==> src/rtl/usb_crc_engine.sv <==
// Bit-serial USB CRC engine (CRC5 tokens / CRC16 data), one polynomial per instance.
// GEN mode hashes TX payload bits, then streams the inverted CRC MSB-first under an
// out_ready stall handshake. CHECK mode hashes payload plus received CRC and compares
// the register against the fixed good-packet residue.
// The LFSR is the MSB-feedback form: with bus-order (LSB-first) input, the appended
// bits come out in the order they must be sent on the bus.
module usb_crc_engine #(
    parameter int               WIDTH   = 16,
    parameter logic [WIDTH-1:0] POLY    = 16'h8005,
    parameter logic [WIDTH-1:0] INIT    = {WIDTH{1'b1}},
    parameter logic [WIDTH-1:0] RESIDUE = 16'h800D
) (
    input  logic             clk,
    input  logic             rst,
    input  logic             start,
    input  logic             mode,
    input  logic             bit_in,
    input  logic             bit_valid,
    input  logic             bit_last,
    output logic             bit_out,
    output logic             bit_out_valid,
    input  logic             out_ready,
    output logic             busy,
    output logic             done,
    output logic             crc_ok,
    output logic [WIDTH-1:0] crc_out
);

    localparam int CNT_W = $clog2(WIDTH + 1);
    localparam logic [CNT_W-1:0] LAST_CNT = CNT_W'(WIDTH - 1);

    typedef enum logic [1:0] {
        ST_IDLE   = 2'd0,
        ST_DATA   = 2'd1,
        ST_APPEND = 2'd2
    } state_t;

    state_t           state_reg, state_next;
    logic [WIDTH-1:0] crc_reg, crc_next;
    logic [WIDTH-1:0] shift_reg, shift_next;
    logic [CNT_W-1:0] cnt_reg, cnt_next;
    logic             mode_reg, mode_next;
    logic             done_reg, done_next;
    logic             ok_reg, ok_next;

    // One LFSR step on bit_in; bit 0 receives fb through POLY[0].
    logic             fb;
    logic [WIDTH-1:0] crc_step;

    assign fb = crc_reg[WIDTH-1] ^ bit_in;

    generate
        for (genvar gi = 0; gi < WIDTH; gi++) begin : g_lfsr
            if (gi == 0) begin : g_lsb
                assign crc_step[gi] = fb & POLY[gi];
            end else begin : g_upper
                assign crc_step[gi] = crc_reg[gi-1] ^ (fb & POLY[gi]);
            end
        end
    endgenerate

    // State and datapath registers; rst returns everything to idle values.
    always_ff @(posedge clk) begin
        if (rst) begin
            state_reg <= ST_IDLE;
            crc_reg   <= INIT;
            shift_reg <= '0;
            cnt_reg   <= '0;
            mode_reg  <= 1'b0;
            done_reg  <= 1'b0;
            ok_reg    <= 1'b0;
        end else begin
            state_reg <= state_next;
            crc_reg   <= crc_next;
            shift_reg <= shift_next;
            cnt_reg   <= cnt_next;
            mode_reg  <= mode_next;
            done_reg  <= done_next;
            ok_reg    <= ok_next;
        end
    end

    // Next-state and datapath update; start overrides whatever is in flight.
    always_comb begin
        state_next = state_reg;
        crc_next   = crc_reg;
        shift_next = shift_reg;
        cnt_next   = cnt_reg;
        mode_next  = mode_reg;
        done_next  = 1'b0;
        ok_next    = ok_reg;
        if (start) begin
            // Abort silently: no done pulse, previous check result discarded.
            state_next = ST_DATA;
            crc_next   = INIT;
            mode_next  = mode;
            cnt_next   = '0;
            ok_next    = 1'b0;
        end else begin
            case (state_reg)
                ST_DATA: begin
                    if (bit_valid) begin
                        crc_next = crc_step;
                        if (bit_last) begin
                            if (mode_reg) begin
                                state_next = ST_IDLE;
                                done_next  = 1'b1;
                                ok_next    = (crc_step == RESIDUE);
                            end else begin
                                // Capture the inverted CRC including the final bit.
                                state_next = ST_APPEND;
                                shift_next = ~crc_step;
                                cnt_next   = '0;
                            end
                        end
                    end
                end
                ST_APPEND: begin
                    if (out_ready) begin
                        shift_next = {shift_reg[WIDTH-2:0], 1'b0};
                        if (cnt_reg == LAST_CNT) begin
                            state_next = ST_IDLE;
                            done_next  = 1'b1;
                        end else begin
                            cnt_next = cnt_reg + 1'b1;
                        end
                    end
                end
                default: begin
                end
            endcase
        end
    end

    // Moore outputs derived from the current state.
    always_comb begin
        bit_out       = 1'b0;
        bit_out_valid = 1'b0;
        busy          = (state_reg != ST_IDLE);
        if (state_reg == ST_APPEND) begin
            bit_out       = shift_reg[WIDTH-1];
            bit_out_valid = 1'b1;
        end
    end

    assign done    = done_reg;
    assign crc_ok  = ok_reg;
    assign crc_out = crc_reg;

endmodule

==> config.mk <==
export PLATFORM = sky130hd
export DESIGN_NAME = usb_crc_engine
export DESIGN_NICKNAME = d
export VERILOG_FILES = /design/src/rtl/usb_crc_engine.sv
export SDC_FILE = /design/constraint.sdc
export NUM_CORES = 1
export LEC_CHECK = 0
export ABC_CLOCK_PERIOD_IN_PS = 2200
export CAP_MARGIN = 20
export CORE_MARGIN = 1.5
export CORE_UTILIZATION = 50
export DETAILED_ROUTE_END_ITERATION = 16
export PLACE_DENSITY = 0.7
export SYNTH_ARGS = -nofsm -noshare
export SYNTH_HDL_FRONTEND = slang
export SYNTH_SLANG_ARGS = --single-unit
==> constraint.sdc <==
create_clock -name clk -period 2.2 [get_ports clk]
set_input_delay 0.66 -clock clk [delete_from_list [all_inputs] [get_ports clk]]
set_output_delay 0.66 -clock clk [all_outputs]
set_load 0.005 [all_outputs]
==> flow_summary_export.csv <==
group,metric,value,unit
timing,fin_crit_sh,96.72,%
timing,rsz0062_at_grt,"no",
final_layout,finish.utilization,64.27,%
cts,clk_latency,0.29,ns
setup_path,cp-start-kind,"flop",
floorplan,die_w,66.36,µm
pwr,peakVddDrop,0.5522,mV
final_layout,regArea,840.8,µm²
timing,setup_viol,0,
global_route,grt_max_degree,39,
cts,cts_buffers,5,
final_layout,multi_input_area,985.9,µm²
logic_synthesis,syn_area_per_cell,8.158,µm²
cts,holdBufCountCts,0,
timing,finalHoldViolCount,0,
final_layout,fillers,354,
setup_path,critPathSlowestCell,"clkdlybuf4s50_1",
logic_synthesis,synth_fp_nets,259,
setup_path,cp_cell_sequence,"inv_2 > ha_2 > and2_1 > clkdlybuf4s50_1",
final_layout,diodes,0,
floorplan,ioPinCount,29,
detailed_routing,dr.pass1.iters,4,
pwr,pwr-share-seq,50.3,%
floorplan,start_util,53.61,%
timing,slew_violations,0,
placement,dp.cells,308,
setup_path,endpoint_kind,"primary output",
detailed_routing,routed_wl,4.062,mm
timing,layout_min_cycle_time,2.128,ns
final_layout,nets,280,
pwr,switchingPower,0.0003743,W
global_route,grt_pass1_vias,1522,
detailed_routing,avgRoutedWirePerCell,12.85,µm
cts,cts_tree,"built",
status,outcome,"finished, final reports clean",
setup_path,worst-setup-path-type,"reg2out",
hold_path,min_path_type,"reg2reg",
timing,maxSlewHeadroom,74.38,%
placement,port_buffers,28,
logic_synthesis,ys_warn_count,0,
placement,dp.final_hpwl,2.818,mm
timing,worst_slew_pin_slew,0.3843,ns
placement,dpl_cell_area,0.002293,mm²
setup_path,worstPathArrival,1.47,ns
logic_synthesis,syn_inst,246,
placement,gp_congestion,0.7482,
final_layout,finalInstanceArea,0.002406,mm²
setup_path,path_max_fanout,3,
setup_path,required,1.54,ns
cts,clock_sinks,42,
floorplan,die_h,66.36,µm
cts,cts_max_level,2,
cts,clock_path_buffers,2,
detailed_routing,first_iter_violations,92,
timing,fin_setup_tns,0,ns
global_route,grt_pass1_wl,7.024,mm
pwr,p_int,0.001214,W
cts,cts-root-buf,"clkbuf_8",
timing,fmax,0.4699,GHz
global_route,antenna_found_initial,0,
floorplan,design.die.area,0.004403,mm²
logic_synthesis,ys_types,38,
detailed_routing,via_count,1681,
pwr,p_per_area,659.9,mW/mm²
final_layout,fin_cells,316,
global_route,gr-usage-all-layers,20.92,%
detailed_routing,drcViolationCount,0,
timing,finClkSkew,0.005734,ns
logic_synthesis,ys_seq_elements,42,
floorplan,core,0.003744,mm²
cts,clk_pin_slew,0.07,ns
logic_synthesis,synth_seq_area_share,41.90,%
final_layout,areaGrowthSynthToFinish,19.89,%
pwr,p_comb_share,12.3,%
detailed_routing,avgViaCountPerCell,5.320,
global_route,overflow,0,
timing,fin_hold_ws,0.4758,ns
setup_path,slowest_delay,0.48,ns
pwr,p_leak,0.9469,nW
flow_run,maxCapViolations,0,
final_layout,drive_gt1_share,9.701,%
floorplan,rows,22,
pwr,p_sw_share,23.57,%
pwr,clock_power_share,37.4,%
detailed_routing,ant_nets,0,
logic_synthesis,netlist_area,0.002007,mm²
==> worst max-delay path: cells and delay by family, from the launching register on <==
kind          cells  cell delay [ns]
flops             1             0.32
buf+inv           2             0.55
fa+ha+maj         1             0.18
simple gates      1             0.12
==> cell usage after synthesis <==
| library cell | n | share of area [%] |
|---|---|---|
| nand2_1 | 44 | 8.2 |
| dfxtp_1 | 42 | 42 |
| nor2_1 | 26 | 4.9 |
| nand3_1 | 17 | 4.2 |
| buf_4 | 15 | 5.6 |
| mux2i_1 | 12 | 6.0 |
| o21ai_0 | 12 | 3.0 |
| a21oi_1 | 10 | 2.5 |
| clkbuf_1 | 7 | 1.3 |
| inv_1 | 7 | 1.3 |
| nand2b_1 | 6 | 1.9 |
| ha_1 | 5 | 3.1 |
| a211oi_1 | 4 | 1.5 |
| nor3_1 | 3 | 0.75 |
| xnor2_1 | 3 | 1.3 |
| a22oi_1 | 2 | 0.75 |
| and2_1 | 2 | 0.62 |
| and3_1 | 2 | 0.62 |
| buf_1 | 2 | 0.37 |
| buf_2 | 2 | 0.50 |
| nand4_1 | 2 | 0.62 |
| nor4_1 | 2 | 0.62 |
| o2111a_1 | 2 | 1.1 |
| o211ai_1 | 2 | 0.75 |
| or3_1 | 2 | 0.62 |
| a32o_1 | 1 | 0.50 |
| a41oi_1 | 1 | 0.44 |
| and3b_2 | 1 | 0.50 |
| nor2b_1 | 1 | 0.31 |
| o21ai_2 | 1 | 0.44 |
| o21ba_2 | 1 | 0.50 |
| o221ai_1 | 1 | 0.44 |
| o2bb2ai_1 | 1 | 0.44 |
| o31ai_1 | 1 | 0.37 |
| or2_2 | 1 | 0.31 |
| or4_1 | 1 | 0.37 |
| or4b_1 | 1 | 0.50 |
| xor2_2 | 1 | 0.81 |
==> placed cells by master, fill, tap and decap left out, types with 3 or more instances in the layout <==
cell	instances
nand2b_1	6
a211oi_1	4
inv_1	6
a21oi_1	10
nand2_1	44
xnor2_1	3
clkbuf_8	5
dfxtp_1	42
clkdlybuf4s50_1	28
buf_4	11
nand3_1	17
o21ai_0	12
mux2i_1	12
nor3_1	3
ha_1	4
nor2_1	26
==> layer usage <==
layer / global-route usage, % / vias up / routed length (µm)
li1: - / 863 / -
met1: 30.92 / 768 / 2044
met2: 30.13 / 46 / 1744
met3: 4.770 / 4 / 234
met4: 6.122 / 0 / 38
met5: 0 / - / 0
==> logic make-up after synthesis <==
group,synth area share [%]
and+or+nand+nor,25.06
DFF,41.90
AOI/OAI and AO/OA,12.72
buffers and inverters,9.103
muxes,5.985
adders and majority gates,3.117
xor gates and xnor gates,2.120
==> stage by stage <==
step	worst slack (ns)	total power, W
floorplan	0.3483	0.0009380
global placement	0.05862	0.001007
detailed placement	0.02740	0.001011
CTS	0.01568	0.001603
global route	0.003480	0.001664
finish	0.07209	0.001588
==> path summary, 6_finish.rpt <==
check,startpoint,endpoint,slack [ns],cells past startpoint
max reg2reg,cnt_reg[0],cnt_reg[4],0.26,7
min,crc_ok,crc_ok,0.48,2
min reg2reg,crc_ok,crc_ok,0.48,2
max,state_reg[0],bit_out,0.07,4
==> power by group through the flow <==
| stage | registers (W) | clock network (W) | logic, W |
|---|---|---|---|
| finish | 0.000799 | 0.000594 | 0.000195 |
| global route | 0.000802 | 0.000644 | 0.000217 |
| CTS | 0.000799 | 0.000609 | 0.000195 |
| detailed placement | 0.000817 | 0 | 0.000194 |
| global placement | 0.000817 | 0 | 0.000191 |
| floorplan | 0.000811 | 0 | 0.000126 |
==> layout make-up <==
cell class	instances	area share, %
clock inverter	2	1.560
multi-input combinational	171	40.98
tap	48	2.496
timing repair buffer	40	15.91
clock buffer	6	3.016
sequential	42	34.95
inverter	7	1.092
==> what timing repair did <==
item                       in CTS  in global routing
setup endpoints to repair       0                  1
resized for setup               0                  2
setup buffers                   0                  0
(Power assumes the default switching activity.)
